[src/rtl/vanilla_sb_clear_pkg.sv]
// rtl/vanilla_sb_clear_pkg.sv - shared types and rr-flag encoding for the sb clear arbiter
package vanilla_sb_clear_pkg;

  localparam int sb_clear_reg_addr_width_gp = 5;

  typedef struct packed {
    logic       is_float;
    logic [4:0] id;
  } sb_clear_rsp_s;

  localparam logic sb_clear_src_fifo_gp = 1'b0;
  localparam logic sb_clear_src_unit_gp = 1'b1;

endpackage

[src/rtl/vanilla_sb_clear_arbiter_if.sv]
// rtl/vanilla_sb_clear_arbiter_if.sv - event/clear bundle between core-side sources and the sb clear arbiter
interface vanilla_sb_clear_arbiter_if #(
  parameter int reg_addr_width_p = 5,
  parameter int count_width_lp   = 5
);
  logic                        issue_remote_ld_i;
  logic                        rsp_v_i;
  logic                        rsp_float_i;
  logic [reg_addr_width_p-1:0] rsp_id_i;
  logic                        rsp_ready_o;
  logic                        idiv_v_i;
  logic [reg_addr_width_p-1:0] idiv_id_i;
  logic                        idiv_yumi_o;
  logic                        fdiv_v_i;
  logic [reg_addr_width_p-1:0] fdiv_id_i;
  logic                        fdiv_yumi_o;
  logic                        stall_all_i;
  logic                        int_sb_clear_o;
  logic [reg_addr_width_p-1:0] int_sb_clear_id_o;
  logic                        float_sb_clear_o;
  logic [reg_addr_width_p-1:0] float_sb_clear_id_o;
  logic [count_width_lp-1:0]   out_count_o;
  logic                        out_full_o;
  logic                        err_o;

  modport master (
    output issue_remote_ld_i, rsp_v_i, rsp_float_i, rsp_id_i,
           idiv_v_i, idiv_id_i, fdiv_v_i, fdiv_id_i, stall_all_i,
    input  rsp_ready_o, idiv_yumi_o, fdiv_yumi_o,
           int_sb_clear_o, int_sb_clear_id_o, float_sb_clear_o, float_sb_clear_id_o,
           out_count_o, out_full_o, err_o
  );

  modport slave (
    input  issue_remote_ld_i, rsp_v_i, rsp_float_i, rsp_id_i,
           idiv_v_i, idiv_id_i, fdiv_v_i, fdiv_id_i, stall_all_i,
    output rsp_ready_o, idiv_yumi_o, fdiv_yumi_o,
           int_sb_clear_o, int_sb_clear_id_o, float_sb_clear_o, float_sb_clear_id_o,
           out_count_o, out_full_o, err_o
  );

endinterface

[src/rtl/bsg_fifo_1r1w_small.sv]
// rtl/bsg_fifo_1r1w_small.sv - small ready/valid-in, valid/yumi-out FIFO (active-low sync reset)
module bsg_fifo_1r1w_small #(
  parameter int width_p = 6,
  parameter int els_p   = 4
) (
  input  logic               clk_i,
  input  logic               reset_i,
  input  logic               v_i,
  output logic               ready_o,
  input  logic [width_p-1:0] data_i,
  output logic               v_o,
  output logic [width_p-1:0] data_o,
  input  logic               yumi_i
);
  localparam int ptr_w_lp = $clog2(els_p);
  localparam logic [ptr_w_lp:0] els_lp = (ptr_w_lp+1)'(els_p);

  logic [width_p-1:0]  mem [els_p];
  logic [ptr_w_lp-1:0] wr_ptr, rd_ptr;
  logic [ptr_w_lp:0]   count;
  logic                enq, deq;

  assign ready_o = (count != els_lp);
  assign v_o     = (count != '0);
  assign data_o  = mem[rd_ptr];
  assign enq     = v_i & ready_o;
  assign deq     = yumi_i & v_o;

  always_ff @(posedge clk_i) begin
    if (enq) mem[wr_ptr] <= data_i;
  end

  always_ff @(posedge clk_i) begin
    if (!reset_i) begin
      wr_ptr <= '0;
      rd_ptr <= '0;
      count  <= '0;
    end else begin
      if (enq) wr_ptr <= wr_ptr + ptr_w_lp'(1);
      if (deq) rd_ptr <= rd_ptr + ptr_w_lp'(1);
      case ({enq, deq})
        2'b10:   count <= count + (ptr_w_lp+1)'(1);
        2'b01:   count <= count - (ptr_w_lp+1)'(1);
        default: count <= count;
      endcase
    end
  end

endmodule

[src/rtl/vanilla_sb_clear_arbiter.sv]
// rtl/vanilla_sb_clear_arbiter.sv - int/float scoreboard clear arbiter; optional VANILLA_SB_CLEAR_DUP_CHECK_EN
module vanilla_sb_clear_arbiter
  import vanilla_sb_clear_pkg::*;
#(
  parameter int reg_addr_width_p = sb_clear_reg_addr_width_gp,
  parameter int fifo_els_p       = 4,
  parameter int max_out_p        = 16,
  parameter int count_width_lp   = $clog2(max_out_p + 1)
) (
  input logic clk_i,
  input logic reset_i,
  vanilla_sb_clear_arbiter_if.slave bus
);
  localparam logic [count_width_lp-1:0] max_out_lp = count_width_lp'(max_out_p);

  sb_clear_rsp_s push_data, head;
  logic          fifo_ready, head_v, enq, pop;
  logic          int_head, float_head;
  logic          int_fifo_win, int_unit_win, float_fifo_win, float_unit_win;
  logic          int_contend, float_contend;
  logic          rr_int, rr_float;
  logic          cnt_err, dup_err;
  logic [count_width_lp-1:0] count;

  assign push_data = '{is_float: bus.rsp_float_i, id: bus.rsp_id_i};
  assign enq       = bus.rsp_v_i & fifo_ready;

  bsg_fifo_1r1w_small #(.width_p($bits(sb_clear_rsp_s)), .els_p(fifo_els_p)) rsp_fifo (
    .clk_i   (clk_i),
    .reset_i (reset_i),
    .v_i     (bus.rsp_v_i),
    .ready_o (fifo_ready),
    .data_i  (push_data),
    .v_o     (head_v),
    .data_o  (head),
    .yumi_i  (pop)
  );

  // Per file: head vs. functional unit; the rr flag only matters when both are valid.
  always_comb begin
    int_head       = head_v & ~head.is_float;
    float_head     = head_v &  head.is_float;
    int_contend    = ~bus.stall_all_i & int_head & bus.idiv_v_i;
    float_contend  = ~bus.stall_all_i & float_head & bus.fdiv_v_i;
    int_fifo_win   = ~bus.stall_all_i & int_head
                   & (~bus.idiv_v_i | (rr_int == sb_clear_src_fifo_gp));
    int_unit_win   = ~bus.stall_all_i & bus.idiv_v_i
                   & (~int_head | (rr_int == sb_clear_src_unit_gp));
    float_fifo_win = ~bus.stall_all_i & float_head
                   & (~bus.fdiv_v_i | (rr_float == sb_clear_src_fifo_gp));
    float_unit_win = ~bus.stall_all_i & bus.fdiv_v_i
                   & (~float_head | (rr_float == sb_clear_src_unit_gp));
    pop            = int_fifo_win | float_fifo_win;
    cnt_err        = (bus.issue_remote_ld_i & ~pop & (count == max_out_lp))
                   | (pop & ~bus.issue_remote_ld_i & (count == '0));
  end

  assign bus.rsp_ready_o = fifo_ready;
  assign bus.idiv_yumi_o = int_unit_win;
  assign bus.fdiv_yumi_o = float_unit_win;
  assign bus.out_count_o = count;
  assign bus.out_full_o  = (count == max_out_lp);

  always_ff @(posedge clk_i) begin
    if (!reset_i) begin
      rr_int                  <= sb_clear_src_fifo_gp;
      rr_float                <= sb_clear_src_fifo_gp;
      bus.int_sb_clear_o      <= 1'b0;
      bus.int_sb_clear_id_o   <= '0;
      bus.float_sb_clear_o    <= 1'b0;
      bus.float_sb_clear_id_o <= '0;
      count                   <= '0;
      bus.err_o               <= 1'b0;
    end else begin
      bus.int_sb_clear_o   <= int_fifo_win | int_unit_win;
      bus.float_sb_clear_o <= float_fifo_win | float_unit_win;
      if (int_fifo_win)        bus.int_sb_clear_id_o   <= head.id;
      else if (int_unit_win)   bus.int_sb_clear_id_o   <= bus.idiv_id_i;
      if (float_fifo_win)      bus.float_sb_clear_id_o <= head.id;
      else if (float_unit_win) bus.float_sb_clear_id_o <= bus.fdiv_id_i;
      if (int_contend)   rr_int   <= int_fifo_win   ? sb_clear_src_unit_gp : sb_clear_src_fifo_gp;
      if (float_contend) rr_float <= float_fifo_win ? sb_clear_src_unit_gp : sb_clear_src_fifo_gp;
      if (!cnt_err) begin
        case ({bus.issue_remote_ld_i, pop})
          2'b10:   count <= count + count_width_lp'(1);
          2'b01:   count <= count - count_width_lp'(1);
          default: count <= count;
        endcase
      end
      bus.err_o <= bus.err_o | cnt_err | dup_err;
    end
  end

`ifdef VANILLA_SB_CLEAR_DUP_CHECK_EN
  localparam int ptr_w_lp = $clog2(fifo_els_p);

  // Shadow of FIFO occupancy so every in-flight entry can be compared in parallel.
  logic [fifo_els_p-1:0] sh_v;
  sb_clear_rsp_s         sh_d [fifo_els_p];
  logic [ptr_w_lp-1:0]   sh_wr, sh_rd;

  always_ff @(posedge clk_i) begin
    if (enq) sh_d[sh_wr] <= push_data;
  end

  always_ff @(posedge clk_i) begin
    if (!reset_i) begin
      sh_v  <= '0;
      sh_wr <= '0;
      sh_rd <= '0;
    end else begin
      if (enq) begin
        sh_v[sh_wr] <= 1'b1;
        sh_wr       <= sh_wr + ptr_w_lp'(1);
      end
      if (pop) begin
        sh_v[sh_rd] <= 1'b0;
        sh_rd       <= sh_rd + ptr_w_lp'(1);
      end
    end
  end

  always_comb begin
    dup_err = 1'b0;
    for (int i = 0; i < fifo_els_p; i++) begin
      if (sh_v[i]) begin
        if (enq && sh_d[i] == push_data) dup_err = 1'b1;
        if (bus.idiv_v_i && !sh_d[i].is_float && sh_d[i].id == bus.idiv_id_i) dup_err = 1'b1;
        if (bus.fdiv_v_i &&  sh_d[i].is_float && sh_d[i].id == bus.fdiv_id_i) dup_err = 1'b1;
      end
    end
  end
`else
  assign dup_err = 1'b0;
`endif

endmodule

[src/flat_wrapper.sv]
// flat-port wrapper written by rule: the top's interface ports become plain ports
module vanilla_sb_clear_arbiter_flat import vanilla_sb_clear_pkg::*;
#(
  parameter int reg_addr_width_p = sb_clear_reg_addr_width_gp,
  parameter int fifo_els_p       = 4,
  parameter int max_out_p        = 16,
  parameter int count_width_lp   = $clog2(max_out_p + 1)
)
  (clk_i, reset_i, bus_issue_remote_ld_i, bus_rsp_v_i, bus_rsp_float_i, bus_rsp_id_i, bus_idiv_v_i, bus_idiv_id_i, bus_fdiv_v_i, bus_fdiv_id_i, bus_stall_all_i, bus_rsp_ready_o, bus_idiv_yumi_o, bus_fdiv_yumi_o, bus_int_sb_clear_o, bus_int_sb_clear_id_o, bus_float_sb_clear_o, bus_float_sb_clear_id_o, bus_out_count_o, bus_out_full_o, bus_err_o);
  vanilla_sb_clear_arbiter_if #(.reg_addr_width_p(reg_addr_width_p), .count_width_lp(count_width_lp)) bus_i ();
  input logic clk_i;
  input logic reset_i;
  input wire logic [$bits(bus_i.issue_remote_ld_i)-1:0] bus_issue_remote_ld_i;
  input wire logic [$bits(bus_i.rsp_v_i)-1:0] bus_rsp_v_i;
  input wire logic [$bits(bus_i.rsp_float_i)-1:0] bus_rsp_float_i;
  input wire logic [$bits(bus_i.rsp_id_i)-1:0] bus_rsp_id_i;
  input wire logic [$bits(bus_i.idiv_v_i)-1:0] bus_idiv_v_i;
  input wire logic [$bits(bus_i.idiv_id_i)-1:0] bus_idiv_id_i;
  input wire logic [$bits(bus_i.fdiv_v_i)-1:0] bus_fdiv_v_i;
  input wire logic [$bits(bus_i.fdiv_id_i)-1:0] bus_fdiv_id_i;
  input wire logic [$bits(bus_i.stall_all_i)-1:0] bus_stall_all_i;
  output wire logic [$bits(bus_i.rsp_ready_o)-1:0] bus_rsp_ready_o;
  output wire logic [$bits(bus_i.idiv_yumi_o)-1:0] bus_idiv_yumi_o;
  output wire logic [$bits(bus_i.fdiv_yumi_o)-1:0] bus_fdiv_yumi_o;
  output wire logic [$bits(bus_i.int_sb_clear_o)-1:0] bus_int_sb_clear_o;
  output wire logic [$bits(bus_i.int_sb_clear_id_o)-1:0] bus_int_sb_clear_id_o;
  output wire logic [$bits(bus_i.float_sb_clear_o)-1:0] bus_float_sb_clear_o;
  output wire logic [$bits(bus_i.float_sb_clear_id_o)-1:0] bus_float_sb_clear_id_o;
  output wire logic [$bits(bus_i.out_count_o)-1:0] bus_out_count_o;
  output wire logic [$bits(bus_i.out_full_o)-1:0] bus_out_full_o;
  output wire logic [$bits(bus_i.err_o)-1:0] bus_err_o;
  assign bus_i.issue_remote_ld_i = bus_issue_remote_ld_i;
  assign bus_i.rsp_v_i = bus_rsp_v_i;
  assign bus_i.rsp_float_i = bus_rsp_float_i;
  assign bus_i.rsp_id_i = bus_rsp_id_i;
  assign bus_i.idiv_v_i = bus_idiv_v_i;
  assign bus_i.idiv_id_i = bus_idiv_id_i;
  assign bus_i.fdiv_v_i = bus_fdiv_v_i;
  assign bus_i.fdiv_id_i = bus_fdiv_id_i;
  assign bus_i.stall_all_i = bus_stall_all_i;
  assign bus_rsp_ready_o = bus_i.rsp_ready_o;
  assign bus_idiv_yumi_o = bus_i.idiv_yumi_o;
  assign bus_fdiv_yumi_o = bus_i.fdiv_yumi_o;
  assign bus_int_sb_clear_o = bus_i.int_sb_clear_o;
  assign bus_int_sb_clear_id_o = bus_i.int_sb_clear_id_o;
  assign bus_float_sb_clear_o = bus_i.float_sb_clear_o;
  assign bus_float_sb_clear_id_o = bus_i.float_sb_clear_id_o;
  assign bus_out_count_o = bus_i.out_count_o;
  assign bus_out_full_o = bus_i.out_full_o;
  assign bus_err_o = bus_i.err_o;
  vanilla_sb_clear_arbiter #(.reg_addr_width_p(reg_addr_width_p), .fifo_els_p(fifo_els_p), .max_out_p(max_out_p), .count_width_lp(count_width_lp)) u_core (.clk_i(clk_i), .reset_i(reset_i), .bus(bus_i));
endmodule
[config.mk]
export PLATFORM = sky130hd
export DESIGN_NAME = vanilla_sb_clear_arbiter_flat
export DESIGN_NICKNAME = d
export VERILOG_FILES = /design/src/rtl/vanilla_sb_clear_pkg.sv /design/src/rtl/vanilla_sb_clear_arbiter_if.sv /design/src/rtl/bsg_fifo_1r1w_small.sv /design/src/rtl/vanilla_sb_clear_arbiter.sv /design/src/flat_wrapper.sv
export SDC_FILE = /design/constraint.sdc
export NUM_CORES = 1
export LEC_CHECK = 0
export ABC_AREA = 1
export CAP_MARGIN = 20
export CORE_ASPECT_RATIO = 2
export CORE_MARGIN = 1.5
export CORE_UTILIZATION = 30
export DETAILED_ROUTE_END_ITERATION = 16
export HOLD_SLACK_MARGIN = 0.15
export PLACE_DENSITY = 0.56
export SLEW_MARGIN = 10
export SYNTH_ARGS = -nofsm -noshare
export SYNTH_HDL_FRONTEND = slang
export SYNTH_SLANG_ARGS = --single-unit
[constraint.sdc]
create_clock -name clk_i -period 3.2 [get_ports clk_i]
set_input_delay 0.48 -clock clk_i [delete_from_list [all_inputs] [get_ports clk_i]]
set_output_delay 0.48 -clock clk_i [all_outputs]
set_load 0.02 [all_outputs]
==> run_results.csv, run 1 <==
group,metric,value,unit
run_status,status,"finished clean",
sta,fmaxAchievable,354,MHz
floorplan,pin_count,45,
cells_and_area,diodes,0,
worst_setup_path,worstRegToRegCells,16,
hold_path,min_path_type,"reg2reg",
global_routing,grt_overflow,0,
cells_and_area,fin_area,3340,µm²
global_routing,grt_pass1_vias,1966,
worst_setup_path,cp_slowest_cell,"clkdlybuf4s50_1",
worst_setup_path,critPathMostFrequentCell,"inv_1",
hold_path,min_to,"u_core.rsp_fifo.count[0]",
worst_setup_path,r2r-end,"u_core.bus.out_count_o[4]",
hold_path,hold_path.startpoint,"u_core.rsp_fifo.count[0]",
floorplan,chipWidth,68.6,µm
power_and_ir_drop,ir_drop,0.267,mV
cells_and_area,final_util,0.403,
job,drv_cap,0,
cells_and_area,drive_gt1_frac,0.0787,
synth,synth_cell_types,30,
sta,slew_headroom,0.611,
sta,hold_slack,0.450,ns
placed_design,port_buffers,44,
drt,ant_nets,0,
synth,synth_edf_count,24,
sta,slew_viol_final,0,
power_and_ir_drop,p_per_area,861,nW/µm²
sta,fin_ws,0.375,ns
placed_design,gp_congestion,0.802,
clock_network,clk_pin_slew_worst_paths,0.06,ns
worst_setup_path,crit_chain,"clkdlybuf4s50_1 -> inv_1 -> nand2_1 -> inv_1 -> nand2_1 -> inv_1 -> clkdlybuf4s50_1",
global_routing,antenna_found_initial,0,
placed_design,preCtsSetupSlack,0.348,ns
worst_setup_path,worst_setup_path_end_kind,"output port",
synth,yosysWarningCount,0,
placed_design,post_dp_cell_area,3150,µm²
synth,async_reset_ff_frac,0,
sta,setup_tns,0,ns
global_routing,grt_max_degree,17,
drt,drtIter0Drc,92,
clock_network,cts-root-buf,"clkbuf_16",
floorplan,row_count,47,
worst_setup_path,critPathRequiredTime,2.72,ns
floorplan,start_util,0.311,
sta,rsz0062_at_grt,"false",
power_and_ir_drop,p_leak,1.37,nW
sta,worst_pin_slew,0.581,ns
synth,ys_ff_latch,53,
drt,first_pass_iters,4,
worst_setup_path,crit_arrival,2.34,ns
cells_and_area,syn2layout_area_growth,29.4,%
clock_network,postCtsSetupBuffers,0,
synth,yosys-top-cells-area,"edfxtp_1, dfxtp_1, nand2_1",
worst_setup_path,r2r_setup_slack,0.61,ns
sta,worst_clock_skew,0.00613,ns
floorplan,dieArea,9210,µm²
synth,yosysMostFrequentCell,"nand2_1",
drt,viasPerCell,4.73,
worst_setup_path,crit_path_start_kind,"input port",
worst_setup_path,critPathTopFamily,"buffers and inverters",
clock_network,clockBufferDepth,2,
global_routing,grt_pass1_wl,9.18,mm
worst_setup_path,crit_buf_inv,5,
synth,yosysSeqAreaShare,0.504,
sta,hold_viol_final,0,
drt,vias,2087,
synth,synth_cells,292,
cells_and_area,nets,375,
synth,syn_nets,325,
hold_path,hold_depth,1,
worst_setup_path,critPathKind,"in2out",
drt,postRouteWirelength,6.02,mm
synth,synth_ff_type,"dfxtp_1",
clock_network,cts_resized,0,
clock_network,clk_latency,0.29,ns
clock_network,cts_hold_buf,0,
synth,yosysTopAreaCell,"edfxtp_1",
worst_setup_path,cpPeakStageDelay,0.59,ns
synth,ys_top_cells_by_count,"nand2_1, nor2_1, inv_1",
floorplan,coreArea,8290,µm²
drt,drc,0,
sta,final-setup-viol-count,0,
global_routing,grtUsageTotal,0.136,
synth,postSynthAreaPerCell,8.84,µm²
clock_network,cts.htree.levels,2,
clock_network,clock_sink_count,53,
floorplan,fp.dieH,134,µm
clock_network,cts_tree,"built",
synth,synth_area,2580,µm²
placed_design,hpwl,4.86,mm
sta,fin_crit_sh,0.883,
worst_setup_path,worst-path-max-fanout,7,
synth,synth_top_area_share,0.279,
sta,min_period,2.82,ns
clock_network,numCtsBuffers,5,
drt,wl_per_cell,13.7,µm
[logic make-up after synthesis]
kind of cell / synth area share
AO/OA/AOI/OAI: 0.107
XOR/XNOR: 0.0136
adder cells (fa/ha/maj): 0.0514
buffers and inverters: 0.0649
flip-flops: 0.504
AND/OR/NAND/NOR: 0.260
[registers in the layout (all words and copies together), names as in the netlist, named ones only]
name,flops
u_core.rr_float,1
u_core.bus.float_sb_clear_o,1
u_core.bus.int_sb_clear_id_o,5
u_core.bus.err_o,1
u_core.bus.float_sb_clear_id_o,5
u_core.rsp_fifo.count,3
u_core.rr_int,1
u_core.rsp_fifo.mem,24
u_core.rsp_fifo.wr_ptr,2
u_core.bus.int_sb_clear_o,1
u_core.rsp_fifo.rd_ptr,2
u_core.bus.out_count_o,5
[metal layers]
layer  up-vias  GRT usage  wire [µm]
li1       1066          -          -
met1       961      0.116       2040
met2        45      0.269       3580
met3        15     0.0243        194
met4         0     0.0733        202
met5         -          0          0
[worst max path at each step]
stage / cells past startpoint / slack, ns / to / from
after floorplan: 12 / 0.99 / u_core.bus.out_count_o[4] / bus_stall_all_i
after global placement: 13 / 0.40 / u_core.bus.out_count_o[4] / bus_stall_all_i
after detailed placement: 14 / 0.35 / u_core.bus.out_count_o[4] / bus_stall_all_i
after CTS: 7 / 0.36 / bus_idiv_yumi_o / bus_stall_all_i
after global routing: 7 / 0.23 / bus_idiv_yumi_o / bus_stall_all_i
final: 7 / 0.38 / bus_idiv_yumi_o / bus_stall_all_i
[cells in the final DEF (no fill, tap or decap), types with 3 or more instances in the layout]
cell / synthesis / layout
nand2_1: 44 / 44
o21ai_0: 22 / 22
xor2_1: 4 / 4
nor3_1: 6 / 6
nand3_1: 19 / 19
nand3b_1: 10 / 10
a21oi_1: 17 / 17
o22a_1: 5 / 5
buf_4: 0 / 3
inv_1: 37 / 37
nor2_1: 40 / 40
ha_1: 9 / 9
dfxtp_1: 29 / 29
clkbuf_16: 0 / 5
edfxtp_1: 24 / 24
nand3_2: 3 / 3
inv_2: 3 / 3
clkdlybuf4s50_1: 0 / 44
[where the power goes]
| part | internal (mW) | switching (mW) | total, mW |
|---|---|---|---|
| combinational | 0.473 | 0.766 | 1.24 |
| sequential | 0.857 | 0.0978 | 0.955 |
| clock | 0.446 | 0.238 | 0.684 |
[cell type report]
type | count | area, µm²
flip-flops and latches | 53 | 1300
repair buffers | 47 | 463
clock buffers | 5 | 125
well taps | 98 | 123
multi-input cells | 195 | 1110
clock inverters | 3 | 65.1
fillers | 834 | 4950
inverters | 40 | 150
[per-stage QoR]
step | power (mW) | instances
2_1_floorplan | 1.78 | 292
3_5_place_dp | 2.21 | 433
3_3_place_gp | 2.20 | 433
6_report | 2.88 | 441
5_1_grt | 3.06 | 441
4_1_cts | 2.90 | 441
[worst register-to-register path: cells and delay by family, from the launching register on]
family / cells / cell delay (ns)
fa+ha+maj: 2 / 0.47
xor+xnor: 1 / 0.24
buf+inv: 1 / 0.18
simple gates: 11 / 1.15
compound gates: 1 / 0.14
flops: 1 / 0.36
No activity file was read; power rests on OpenSTA's default activity.
==> run 2: changes to the inputs <==
Settings changed: CTS_CLUSTER_DIAMETER set to 80, SLEW_MARGIN 10 to 5.
==> results of run 2 <==
Final layout, timing and power as in run 1 (identical DEF).
